<file path="src/rtl/mem_arbiter.sv">
// Serialises fetch and load/store traffic onto a single-outstanding memory port.
// Define MEM_ARB_PERF_EN to enable the grant/cancel performance counters.
module mem_arbiter #(
  parameter int STARVE_LIMIT = 4,
  parameter int CNT_W        = 3
) (
  input  logic        clk_in,
  input  logic        rst_in,
  input  logic        rdy_in,
  input  logic        clear_signal,
  input  logic        if_req,
  input  logic [31:0] if_a,
  output logic [63:0] if_d,
  output logic        if_done,
  input  logic        lsb_req,
  input  logic        lsb_wr,
  input  logic        lsb_signed,
  input  logic [1:0]  lsb_len,
  input  logic [31:0] lsb_a,
  input  logic [31:0] lsb_din,
  output logic [31:0] lsb_dout,
  output logic        lsb_done,
  output logic        mc_instr_signal,
  output logic [31:0] mc_instr_a,
  input  logic [63:0] mc_instr_d,
  input  logic        mc_instr_done,
  output logic        mc_lsb_signal,
  output logic        mc_lsb_wr,
  output logic        mc_lsb_signed,
  output logic [1:0]  mc_lsb_len,
  output logic [31:0] mc_lsb_a,
  output logic [31:0] mc_lsb_din,
  input  logic [31:0] mc_lsb_dout,
  input  logic        mc_lsb_done,
  output logic [31:0] perf_if_grants,
  output logic [31:0] perf_lsb_grants,
  output logic [31:0] perf_cancels
);

  typedef enum logic [1:0] {
    IDLE, WAIT_IF, WAIT_LSB, RESP
  } state_e;

  localparam logic [CNT_W-1:0] LIMIT = CNT_W'(STARVE_LIMIT);

  state_e           state_q, state_d;
  logic [CNT_W-1:0] cnt_q, cnt_d;
  logic [63:0]      if_d_q, if_d_d;
  logic             if_done_q, if_done_d;
  logic [31:0]      lsb_dout_q, lsb_dout_d;
  logic             lsb_done_q, lsb_done_d;
  logic             ins_sig_q, ins_sig_d;
  logic [31:0]      ins_a_q, ins_a_d;
  logic             ls_sig_q, ls_sig_d;
  logic             ls_wr_q, ls_wr_d;
  logic             ls_sgn_q, ls_sgn_d;
  logic [1:0]       ls_len_q, ls_len_d;
  logic [31:0]      ls_a_q, ls_a_d;
  logic [31:0]      ls_din_q, ls_din_d;

  logic fetch_c, lsb_c, grant_if, grant_lsb;

  // Committed stores survive a flush; fetches and loads do not.
  assign fetch_c   = if_req & ~clear_signal;
  assign lsb_c     = lsb_req & (lsb_wr | ~clear_signal);
  assign grant_lsb = lsb_c & (~fetch_c | (cnt_q == LIMIT));
  assign grant_if  = fetch_c & ~grant_lsb;

  always_comb begin
    state_d    = state_q;
    cnt_d      = lsb_req ? cnt_q : '0;
    if_d_d     = if_d_q;
    if_done_d  = 1'b0;
    lsb_dout_d = lsb_dout_q;
    lsb_done_d = 1'b0;
    ins_sig_d  = 1'b0;
    ins_a_d    = ins_a_q;
    ls_sig_d   = 1'b0;
    ls_wr_d    = ls_wr_q;
    ls_sgn_d   = ls_sgn_q;
    ls_len_d   = ls_len_q;
    ls_a_d     = ls_a_q;
    ls_din_d   = ls_din_q;
    unique case (state_q)
      IDLE: begin
        if (grant_if) begin
          ins_sig_d = 1'b1;
          ins_a_d   = if_a;
          state_d   = WAIT_IF;
          if (lsb_req) cnt_d = cnt_q + 1'b1;
        end else if (grant_lsb) begin
          ls_sig_d = 1'b1;
          ls_wr_d  = lsb_wr;
          ls_sgn_d = lsb_signed;
          ls_len_d = lsb_len;
          ls_a_d   = lsb_a;
          ls_din_d = lsb_din;
          cnt_d    = '0;
          state_d  = WAIT_LSB;
        end
      end
      WAIT_IF: begin
        if (clear_signal) begin
          state_d = IDLE;
        end else if (mc_instr_done) begin
          if_d_d    = mc_instr_d;
          if_done_d = 1'b1;
          state_d   = RESP;
        end
      end
      WAIT_LSB: begin
        if (clear_signal && !ls_wr_q) begin
          state_d = IDLE;
        end else if (mc_lsb_done) begin
          lsb_dout_d = mc_lsb_dout;
          lsb_done_d = 1'b1;
          state_d    = RESP;
        end
      end
      RESP:    state_d = IDLE;
      default: state_d = IDLE;
    endcase
  end

  always_ff @(posedge clk_in) begin
    if (rst_in) begin
      state_q    <= IDLE;
      cnt_q      <= '0;
      if_d_q     <= '0;
      if_done_q  <= 1'b0;
      lsb_dout_q <= '0;
      lsb_done_q <= 1'b0;
      ins_sig_q  <= 1'b0;
      ins_a_q    <= '0;
      ls_sig_q   <= 1'b0;
      ls_wr_q    <= 1'b0;
      ls_sgn_q   <= 1'b0;
      ls_len_q   <= '0;
      ls_a_q     <= '0;
      ls_din_q   <= '0;
    end else if (rdy_in) begin
      state_q    <= state_d;
      cnt_q      <= cnt_d;
      if_d_q     <= if_d_d;
      if_done_q  <= if_done_d;
      lsb_dout_q <= lsb_dout_d;
      lsb_done_q <= lsb_done_d;
      ins_sig_q  <= ins_sig_d;
      ins_a_q    <= ins_a_d;
      ls_sig_q   <= ls_sig_d;
      ls_wr_q    <= ls_wr_d;
      ls_sgn_q   <= ls_sgn_d;
      ls_len_q   <= ls_len_d;
      ls_a_q     <= ls_a_d;
      ls_din_q   <= ls_din_d;
    end
  end

  assign if_d            = if_d_q;
  assign if_done         = if_done_q;
  assign lsb_dout        = lsb_dout_q;
  assign lsb_done        = lsb_done_q;
  assign mc_instr_signal = ins_sig_q;
  assign mc_instr_a      = ins_a_q;
  assign mc_lsb_signal   = ls_sig_q;
  assign mc_lsb_wr       = ls_wr_q;
  assign mc_lsb_signed   = ls_sgn_q;
  assign mc_lsb_len      = ls_len_q;
  assign mc_lsb_a        = ls_a_q;
  assign mc_lsb_din      = ls_din_q;

`ifdef MEM_ARB_PERF_EN
  logic [31:0] pif_q, plsb_q, pcan_q;
  logic        ev_if, ev_lsb, ev_can;

  assign ev_if  = (state_q == IDLE) & grant_if;
  assign ev_lsb = (state_q == IDLE) & grant_lsb;
  assign ev_can = clear_signal &
                  ((state_q == WAIT_IF) |
                   ((state_q == WAIT_LSB) & ~ls_wr_q));

  always_ff @(posedge clk_in) begin
    if (rst_in) begin
      pif_q  <= '0;
      plsb_q <= '0;
      pcan_q <= '0;
    end else if (rdy_in) begin
      pif_q  <= pif_q + {31'b0, ev_if};
      plsb_q <= plsb_q + {31'b0, ev_lsb};
      pcan_q <= pcan_q + {31'b0, ev_can};
    end
  end

  assign perf_if_grants  = pif_q;
  assign perf_lsb_grants = plsb_q;
  assign perf_cancels    = pcan_q;
`else
  assign perf_if_grants  = 32'h0;
  assign perf_lsb_grants = 32'h0;
  assign perf_cancels    = 32'h0;
`endif

endmodule

</file>
<file path="config.mk">
export PLATFORM = sky130hd
export DESIGN_NAME = mem_arbiter
export DESIGN_NICKNAME = d
export VERILOG_FILES = /design/src/rtl/mem_arbiter.sv
export SDC_FILE = /design/constraint.sdc
export NUM_CORES = 1
export LEC_CHECK = 0
export ABC_AREA = 1
export CORE_AREA = 3 3 196 198
export DETAILED_ROUTE_END_ITERATION = 8
export DIE_AREA = 0 0 199 201
export GPL_TIMING_DRIVEN = 0
export HOLD_SLACK_MARGIN = 0.15
export PLACE_DENSITY_LB_ADDON = 0.15
export SKIP_LAST_GASP = 1
export SLEW_MARGIN = 20
export SYNTH_ARGS = -nofsm -noshare
export SYNTH_HDL_FRONTEND = slang
export SYNTH_SLANG_ARGS = --single-unit
export TNS_END_PERCENT = 30
</file>
<file path="constraint.sdc">
create_clock -name clk_in -period 2.6 [get_ports clk_in]
set_input_delay 0.52 -clock clk_in [delete_from_list [all_inputs] [get_ports clk_in]]
set_output_delay 0.52 -clock clk_in [all_outputs]
set_load 0.02 [all_outputs]
</file>
; ---- Word-level counts from Yosys, hierarchy flattened
; Index checks and enable logic that the tools add are counted.
[totals]
regBits = 205
word_cells = 64
input_bits = 204
output_inout_bits = 296
[classes]
mux = 23
add_sub_neg = 1
bitwise_logic = 11
reduce_logical = 8
n_eq_ne = 7
[op_table]
columns = cell, n
row1 = AND reduction 4 bit, 4
row2 = 2-to-1 mux 3 bit, 5
row3 = 2-to-1 mux 2 bit, 6
row4 = 2-to-1 mux 1 bit, 11
row5 = inequality test 3 bit (second input constant), 3
row6 = case mux 2 bit (4 select lines), 1
row7 = NOT 1 bit, 5
row8 = AND 1 bit, 4
row9 = equality test 2 bit (second input constant), 2
row10 = adder 3 x 1 -> 3 bit (second input constant), 1
row11 = equality test 3 bit (second input constant), 1
row12 = AND reduction 3 bit, 1
row13 = equality test 2 x 1 -> 1 bit (second input constant), 1
row14 = logical NOT 2 bit, 1
row15 = bitwise OR 1 bit, 2
row16 = logical AND 1 bit, 1
row17 = logical NOT 1 bit, 1

; ---- Logic depth before layout (Yosys ltp)
; Gate-level depths: netlist of run 1.
[logic_depth]
depth_word = 9
ltp_mapped = 9
mapped_depth_nobuf = 9

; ---- Worst setup path after synthesis of run 1
; Ideal clock, no wire load.
[synth_path]
path_type = in2reg
startpoint = input clear_signal
endpoint = register ins_a_q[22], in the netlist mc_instr_a[22]
arrival_ns = 1.427
required_time_ns = 2.468
path_slack_ns = 1.041
path_stages = 7
setup_ns = 0.132
n_path_buf = 1
cell_sequence = inv_1 > nand2_2 > nor3_4 > nand2_4 > buf_6 > nand2_1 > a21oi_1
[synth_between]
elab_chain_cells = 8
elab_cells_between_ends = 10
classes_between = bitwise: 9 / reduce/logical: 1
[synth_lines]
columns = element, line
row1 = start: declaration, 10  ; input logic clear_signal,
row2 = NOT 1 bit (no source line) *, --
row3 = AND 1 bit, 64  ; assign fetch_c = if_req & ~clear_signal;
row4 = NOT 1 bit, 66  ; assign grant_lsb = lsb_c & (~fetch_c | (cnt_q == LIMIT));
row5 = bitwise OR 1 bit, 66
row6 = AND 1 bit, 66
row7 = NOT 1 bit, 67  ; assign grant_if = fetch_c & ~grant_lsb;
row8 = AND 1 bit *, 67
row9 = AND reduction 3 bit (no source line) *, --
row10 = end signal: assignment, 149  ; ins_a_q <= ins_a_d;
row11 = end: declaration, 53  ; logic [31:0] ins_a_q, ins_a_d;
; Every way passes the cells marked *; elsewhere a longest branch is shown, timed or not.
; A chain may end at the register's enable or synchronous reset.

==> impl_summary.md, run 1 <==
Run status
The run finished with clean final reports.

STA
The top achievable clock speed is between 400 and 500 MHz. The post-route setup TNS is 0 ns. The worst-margin pin slew is approximately 0.79 ns.

Dividing the final minimum period by the clock period gives 0.813. Setup violations remaining at the end of the flow were counted as 0. The number of failing hold endpoints at the final stage is 0.

Setup slack closes at 0.487 ns. For the final database, setup skew stands at 0.0225 ns. The time the worst path needs with I/O delays and setup is roughly 2.1 ns. Setup repair after global routing left no endpoint under its margin. The count of final max-slew check failures was 0. The relative max-transition margin is 0.470.

Worst hold path
The worst min-delay path category is reg -> reg.

Die
The starting density of the core is 0.222. The die covers 0.0400 sq mm. After floorplanning, the core was sized to cover ~0.037 sq mm.

The height of the die is around 200 um. In this run the horizontal extent of the chip is slightly below 200 um. The number of placement rows is 70. The number of top-level pins is 500.

Synthesis
Of the total synthesized cell area, the portion taken by XOR and XNOR cells is 0. The post-synthesis adder-cell area fraction is 0.00308. The synthesized design contains about 210 register bits.

The number of cells produced by synthesis is between 1,000 and 1,500. The number of different library cells used by synthesis comes to 24. Of the synthesized area, sequential elements account for 0.505. For this run, the number of Yosys warnings is 0. The average cell area after synthesis is roughly 7.9 sq um.

The mapped netlist covers 0.00813 sq mm. By area, the combinational part of the netlist is dominated by compound AO/OA/AOI/OAI gates. Of the total synthesized cell area, the portion taken by AND, OR, NAND and NOR gates is 0.148. The portion of synthesized area spent on multiplexers is 0. The complex-gate fraction of the synthesized area is 0.172.

GRT
The global router's overall resource usage is 0.145. Entering global routing, the biggest net connects 14 pins. The first global-routing pass estimated 45,900 um of wire. The total congestion overflow after global routing is 0. The via count of the first global-routing pass is 7,718. The number of antenna violations at the first check in global routing came to 1.

Drt
The total routed wirelength is between 30,000 and 40,000 um. The first routing iteration left around 190 violations. In the routed layout, each cell is associated on average with a via count of roughly 4.0. The remaining antenna violation count after routing is 0. The final route contains about 8,100 vias. The number of detailed-route iterations in the first pass is 4. The post-route DRC violation count is 0. In the final routed layout, each cell accounts on average for 15.2 um.

Placed design
The number of buffers inserted by port buffering is roughly 400. After detailed placement, the total cell area comes to ~0.013 sq mm. The placed instance count is about 2,000. After legalization and detailed placement, the total HPWL measured roughly 24,000 um. The final estimated routing congestion in global placement is around 0.79. Prior to clock tree synthesis, the placed netlist has a worst setup slack of -0.207 ns.

Cells and area
Of the cells placed in the final design, the portion with a size suffix greater than 1 is 0.112. The sequential cell area in the final layout is 0.00410 sq mm. The multi-input gate area in the final layout is between 0.002 and 0.003 sq mm.

After filler insertion, the fill cell instance count of the layout stands at 3,872. The post-route cell area is approximately 0.014 sq mm. For this run, the post-layout net count is 1,765. The library cells used most frequently in the layout, excluding fill and tap cells, are 403 x sky130_fd_sc_hd__clkdlybuf4s50_1, 205 x sky130_fd_sc_hd__dfxtp_1, 203 x sky130_fd_sc_hd__nor2_1, 150 x sky130_fd_sc_hd__o21ai_0, 104 x sky130_fd_sc_hd__a21oi_1. The most common library cell in the layout ignoring fill and taps is sky130_fd_sc_hd__clkdlybuf4s50_1. The area growth from synthesis to final layout is 71.4%. The filler-free cell count of the finished design is 2,044. The count of inserted antenna diode cells is 0.

Clock network
Once the clock tree was built, the resizer swapped 0 gates to a different size. The worst-case clock buffer depth is 3. The later pin in the worst-skew pair is clocked with a latency of around 0.54 ns. The number of buffers added by the clock tree synthesis step is 26. The TritonCTS clock tree is done. Buffers inserted to repair hold after CTS numbered 0.

The root cell of the clock tree is sky130_fd_sc_hd__clkbuf_16. Counting every sink on the clock net gives ~200. The number of setup buffers added after CTS is 0. The clock transition at the register clock pins on the worst setup and hold paths after CTS is 0.05 ns. The number of H-tree levels is 1.

Worst setup path
The worst setup path is launched from an input port. The critical path goes through clkdlybuf4s50_1 > inv_1 > clkbuf_1 > clkbuf_1 > o21ai_0 > a21oi_1. The most frequent cell on the critical path is sky130_fd_sc_hd__clkbuf_1.

The biggest cell delay along the critical path is 0.60 ns. For the worst setup path, the data required time is a little over 3 ns. STA classifies the critical path endpoint as a register. The cell at the slowest stage of the critical path is sky130_fd_sc_hd__clkbuf_1. The internal reg-to-reg setup slack is around 0.7 ns.

The maximum fanout count along the critical path is 10. The critical path is of the in -> reg type. Data on the critical path arrives at its endpoint at 2.58 ns.

Power
The overall power of the completed layout is between 8000 and 9000 uW. The net switching power of the design is approximately 2200 uW. Of the total power, the share spent switching nets is 0.264. The share of total power dissipated in sequential elements is 0.405. The internal portion of the total power is slightly above 6000 uW. The power share of the combinational group is 0.172. The leakage power figure is roughly 0.0054 uW. The maximum resistive drop on vdd is between 0.4 and 0.5 mV.

The clock power share is 0.424. Power spread over the standard cell area amounts to about 600 mW/mm^2.

Run
The tool flagged a number of max-cap violations equal to 0.
[area by class of cell]
| type | instances | share of cell area |
|---|---|---|
| sequential | 205 | 0.294 |
| timing repair buffer | 403 | 0.289 |
| multi-input combinational | 676 | 0.215 |
| buffer | 161 | 0.0766 |
| clock buffer | 39 | 0.0545 |
| tap | 468 | 0.0420 |
| inverter | 86 | 0.0232 |
| clock inverter | 6 | 0.00503 |
[power by group through the flow]
stage / Combinational (uW) / Sequential [uW] / Clock [uW]
2_1_floorplan: 568 / 3570 / 0
3_3_place_gp: 1430 / 3410 / 0
3_5_place_dp: 1430 / 3420 / 0
4_1_cts: 1440 / 3350 / 3640
5_1_grt: 1550 / 3360 / 3770
6_report: 1420 / 3350 / 3500
[per-layer routing]
layer  vias up  track usage  part of all wire
met2       287        0.260              0.50
met1      3598        0.161              0.38
li1       4167            -                 -
met5         -            0                 0
met3        44       0.0520             0.098
met4         0       0.0351             0.021
[worst max-delay path, delay by kind of cell]
family | cells | cell delay (ns)
AOI/OAI and AO/OA | 2 | 0.44
buffers and inverters | 4 | 1.60
[final timing paths]
| kind | start | depth (start not counted) | to |
|---|---|---|---|
| max | rst_in | 6 | mc_lsb_din[13]$_SDFFE_PP0P_ |
| max reg2reg | cnt_q[0]$_SDFFE_PP0P_ | 9 | mc_lsb_din[13]$_SDFFE_PP0P_ |
| min | mc_lsb_a[20]$_SDFFE_PP0P_ | 2 | mc_lsb_a[20]$_SDFFE_PP0P_ |
| min reg2reg | mc_lsb_a[20]$_SDFFE_PP0P_ | 2 | mc_lsb_a[20]$_SDFFE_PP0P_ |
[per-stage QoR]
stage          hold slack [ns]  utilization
2_1_floorplan            0.465            -
3_3_place_gp             0.432        0.357
3_5_place_dp             0.435        0.357
4_1_cts                  0.444        0.380
5_1_grt                  0.468        0.380
6_report                 0.440        0.380
[logic make-up (layout without fill, tap and decap cells)]
logic type	Yosys count	in the layout
buffers and inverters	247	695
AOI/OAI and AO/OA	277	277
and+or+nand+nor	301	301
adders and majority gates	2	2
other	1	96
DFF	205	205
[sequential cells by signal (all words and copies together) (netlist names)]
name / flops
if_d: 64
lsb_dout: 32
mc_instr_a: 32
mc_lsb_a: 32
mc_lsb_din: 32
cnt_q: 3
mc_lsb_len: 2
state_q: 2
if_done: 1
lsb_done: 1
mc_instr_signal: 1
mc_lsb_signal: 1
mc_lsb_signed: 1
mc_lsb_wr: 1
[cell usage after synthesis]
cell | n | area, sq um
sky130_fd_sc_hd__a21boi_0 | 1 | 7.51
sky130_fd_sc_hd__a21oi_1 | 104 | 521
sky130_fd_sc_hd__a21oi_2 | 1 | 8.76
sky130_fd_sc_hd__buf_2 | 17 | 85.1
sky130_fd_sc_hd__buf_4 | 96 | 721
sky130_fd_sc_hd__buf_6 | 10 | 113
sky130_fd_sc_hd__clkbuf_1 | 33 | 124
sky130_fd_sc_hd__clkbuf_2 | 5 | 25.0
sky130_fd_sc_hd__conb_1 | 1 | 3.75
sky130_fd_sc_hd__dfxtp_1 | 205 | 4100
sky130_fd_sc_hd__ha_1 | 2 | 25.0
sky130_fd_sc_hd__inv_1 | 83 | 312
sky130_fd_sc_hd__inv_2 | 3 | 11.3
sky130_fd_sc_hd__nand2_1 | 54 | 203
sky130_fd_sc_hd__nand2_2 | 1 | 6.26
sky130_fd_sc_hd__nand2_4 | 1 | 11.3
sky130_fd_sc_hd__nand3_1 | 38 | 190
sky130_fd_sc_hd__nor2_1 | 203 | 762
sky130_fd_sc_hd__nor2_2 | 3 | 18.8
sky130_fd_sc_hd__nor3_4 | 1 | 16.3
sky130_fd_sc_hd__o21ai_0 | 150 | 751
sky130_fd_sc_hd__o21ai_1 | 19 | 95.1
sky130_fd_sc_hd__o21bai_1 | 1 | 7.51
sky130_fd_sc_hd__o21bai_2 | 1 | 11.3
Note: power is estimated with default switching activity, not from simulation.
==> inputs of run 2 (changes only) <==
--- a/config.mk
+++ b/config.mk
@@ -6,9 +6,9 @@
 export NUM_CORES = 1
 export LEC_CHECK = 0
 export ABC_AREA = 1
-export CORE_AREA = 3 3 196 198
+export CORE_AREA = 3 3 192 194
 export DETAILED_ROUTE_END_ITERATION = 8
-export DIE_AREA = 0 0 199 201
+export DIE_AREA = 0 0 195 197
 export GPL_TIMING_DRIVEN = 0
 export HOLD_SLACK_MARGIN = 0.15
 export PLACE_DENSITY_LB_ADDON = 0.15
==> constraint.sdc (replaced) <==
create_clock -name clk_in -period 2.2 [get_ports clk_in]
set_input_delay 0.44 -clock clk_in [delete_from_list [all_inputs] [get_ports clk_in]]
set_output_delay 0.44 -clock clk_in [all_outputs]
set_load 0.02 [all_outputs]
==> run 2 against run 1 <==
Effect of this change:
- global-route usage is 0.21 points higher
- flip-flop and latch count stayed put
- utilization is 1.4 points higher
- register-to-register slack worse by 0.37 ns
- power is 19% higher
==> impl_summary.md, run 2 (synthesis results as in run 1) <==
Run status
Outcome: finished clean (unchanged).

GRT
The via count of the first global-routing pass is 7,559 (was 7,718). The number of antenna violations at the first check in global routing is 0 (was 1). The global router's overall resource usage is 0.147 (was 0.145). The maximum number of pins on one net before global-route repair came to 13 (was 14). The total congestion overflow after global routing came to 0 (unchanged). The first-pass GRT wire length was 45,100 um (was 45,900 um).

STA
The worst setup slack after layout is 0.209 ns (was 0.487 ns). The top achievable clock speed is ~500 MHz. The post-route setup TNS was 0 ns (unchanged).

In the finished design, the share of the clock period the worst path needs comes to 0.905. RSZ-0062 raised after global routing: false (unchanged). The maximum clock skew at final layout came to 0.00972 ns (was 0.0225 ns). The worst-margin pin slew came to 0.774 ns (was 0.794 ns). The number of failing hold endpoints at the final stage is 0 (unchanged).

The relative max-transition margin is 0.484 (was 0.470). The final setup violation count came to 0 (unchanged). After layout, the minimum clock period comes to approximately 2 ns.

The count of final max-slew check failures is 0 (unchanged).

Power
The maximum resistive drop on vdd came to 0.596 mV (was 0.416 mV). The net switching power of the design came to 2540 uW (was 2180 uW). The sequential fraction of design power was 0.402 (was 0.405). The switching share of power is 0.258 (was 0.264). The leakage power figure is 0.00543 uW (about the same). The clock power share is 0.428 (was 0.424). The power density of the placed cells is 706 mW/mm^2 (was 594 mW/mm^2). The power share of the combinational group is 0.170 (was 0.172). The internal power summed over all cells is 7300 uW (was 6090 uW).

Drt
The total vias in the final route came to 8,038 (was 8,096). The met3 routed wirelength is 2570 um (was 3040 um). The per-cell via count in the routed design is 3.95 (was 3.96). The post-route DRC violation count is 0 (unchanged). The met2 layer wire length in the routed design came to 15,400 um (about the same).

The routed length on met1 is 12,000 um (was 11,900 um). The detailed router's first-iteration violation count is 187 (was 188). The highest routing layer actually used is met4 (unchanged).

The remaining antenna violation count after routing was 0 (unchanged). The mean routed wirelength per cell is 15.0 um (was 15.2 um). The number of detailed-route iterations in the first pass came to 4 (unchanged).

The total routed wirelength came to 30,500 um (was 31,000 um).

Cells and area
The multi-input gate area in the final layout came to 0.00299 sq mm (unchanged). The net count of the finished layout was 1,765 (unchanged). The filler cell count in the final layout is 3,734 (was 3,872). The most common library cell in the layout ignoring fill and taps was sky130_fd_sc_hd__clkdlybuf4s50_1 (unchanged). The flip-flop count of the largest register after layout was 64 (unchanged).

The area growth from synthesis to final layout is 71.4% (about the same). The proportion of layout cells with a drive suffix above 1 is 0.111 (was 0.112). The count of inserted antenna diode cells is 0 (unchanged). Commonest non-fill, non-tap cells in the layout: 403 x sky130_fd_sc_hd__clkdlybuf4s50_1, 205 x sky130_fd_sc_hd__dfxtp_1, 203 x sky130_fd_sc_hd__nor2_1, 150 x sky130_fd_sc_hd__o21ai_0, 104 x sky130_fd_sc_hd__a21oi_1 (unchanged). The filler-free cell count of the finished design is 2,035 (was 2,044). The utilization of the core after routing came to 0.394 (was 0.380).

The sequential cell area in the final layout was 0.00410 sq mm (unchanged). The post-route cell area is 0.0139 sq mm (about the same).

Clock network
The worst-case clock buffer depth is 3 (unchanged). The number of gates resized after cts is 0 (unchanged). The number of hold buffers added after cts is 0 (unchanged). The number of setup buffers added after CTS is 0 (unchanged). The number of H-tree levels is 1 (unchanged). The number of clock sinks seen by CTS is 205 (unchanged). The TritonCTS clock tree is done (unchanged).

The worst-skew pair later-pin latency was 0.53 ns (was 0.54 ns). The clock transition at the register clock pins on the worst setup and hold paths after CTS is 0.06 ns (was 0.05 ns). The root cell of the clock tree is sky130_fd_sc_hd__clkbuf_16 (unchanged). The number of buffers added by the clock tree synthesis step was 26 (unchanged).

Worst setup path
The cell at the slowest stage of the critical path is sky130_fd_sc_hd__clkdlybuf4s50_1 (was sky130_fd_sc_hd__clkbuf_1). The maximum fanout count along the critical path is 2 (was 10). The internal reg-to-reg setup slack is 0.32 ns (was 0.69 ns). The startpoint of the worst setup timing path is if_done$_SDFFE_PP0P_ (was rst_in). The required arrival time at the worst endpoint is 1.76 ns (was 3.07 ns). The critical path capture point type was an output port (was register).

The buffer and inverter count on the worst path is 1 (was 4). The category of the critical setup timing path is reg -> out (was in -> reg). The kind of cell with the highest combined delay on the critical path is buffers and inverters (unchanged). The launching point of the worst reg2reg path is cnt_q[0]$_SDFFE_PP0P_ (unchanged). The data arrival time of the critical path came to 1.55 ns (was 2.58 ns).

The kind of start point of the critical path is a register (was input port). The biggest cell delay along the critical path was 0.69 ns (was 0.60 ns). Cell-by-cell trace of the critical path: clkdlybuf4s50_1 (was clkdlybuf4s50_1 > inv_1 > clkbuf_1 > clkbuf_1 > o21ai_0 > a21oi_1).

Die
The width of the die was 195 um (was 199 um). The starting density of the core came to 0.230 (was 0.222). The placeable core area is 0.0354 sq mm (was 0.0367 sq mm). The number of placement rows is 69 (was 70). The height of the die is 197 um (was 201 um). The number of top-level pins is 500 (unchanged). The area enclosed by the die boundary came to 0.0384 sq mm (was 0.0400 sq mm).

Run
The max-cap violation count is 0 (unchanged).

Placed design
The worst slack after detailed placement came to -0.382 ns (was -0.207 ns). The placed instance count came to 1,992 (was 1,999). The post-place instance area is 0.0131 sq mm (about the same). The HPWL after detailed placement was 23,700 um (was 24,200 um).

The number of buffers inserted by port buffering is 403 (unchanged). The final estimated routing congestion in global placement came to 0.818 (was 0.785).

Worst hold path
The start point of the worst hold path is mc_lsb_a[29]$_SDFFE_PP0P_ (was mc_lsb_a[20]$_SDFFE_PP0P_). The worst min-delay path category was reg -> reg (unchanged).
run 2: changes by cell type in the layout (fill, tap and decap cells not counted):
| cell | previous run | this run |
|---|---|---|
| sky130_fd_sc_hd__clkbuf_8 | 6 | 4 |
| sky130_fd_sc_hd__clkinv_4 | 1 | 0 |
| sky130_fd_sc_hd__inv_6 | 0 | 1 |
| sky130_fd_sc_hd__clkbuf_16 | 26 | 27 |
| sky130_fd_sc_hd__bufinv_16 | 1 | 2 |
| sky130_fd_sc_hd__clkinv_2 | 3 | 2 |
| sky130_fd_sc_hd__clkinv_8 | 1 | 0 |
run 2: path summary, 6_finish.rpt:
check,cells after the start,to
setup / recovery,1,if_done
hold / removal,2,mc_lsb_a[29]$_SDFFE_PP0P_
setup reg to reg,8,mc_lsb_a[10]$_SDFFE_PP0P_
hold reg to reg,2,mc_lsb_a[29]$_SDFFE_PP0P_
run 2: area by class of cell:
| cell class | instances | area share |
|---|---|---|
| Clock buffer | 38 | 0.0543 |
| Timing Repair Buffer | 403 | 0.289 |
| Clock inverter | 5 | 0.00566 |
| Sequential cell | 205 | 0.295 |
| Multi-Input combinational cell | 676 | 0.215 |
| Buffer | 161 | 0.0766 |
| Tap cell | 461 | 0.0414 |
| Inverter | 86 | 0.0232 |
run 2: power by group through the flow:
| stage | combinational [uW] | sequential, uW | clock, uW |
|---|---|---|---|
| floorplan | 672 | 4220 | 0 |
| global placement | 1680 | 4030 | 0 |
| detailed placement | 1690 | 4040 | 0 |
| CTS | 1690 | 3960 | 4370 |
| global route | 1820 | 3980 | 4510 |
| finish | 1680 | 3960 | 4210 |
run 2: stage by stage:
stage | total power, uW | hold WS, ns
2_1_floorplan | 4890 | 0.465
3_3_place_gp | 5720 | 0.431
3_5_place_dp | 5720 | 0.435
4_1_cts | 10000 | 0.444
5_1_grt | 10300 | 0.463
6_report | 9840 | 0.441
run 2: layer usage:
metal | GRT usage | vias up
met4 | 0.0298 | 0
li1 | - | 4170
met3 | 0.0462 | 32
met5 | 0 | -
met2 | 0.269 | 293
met1 | 0.169 | 3543
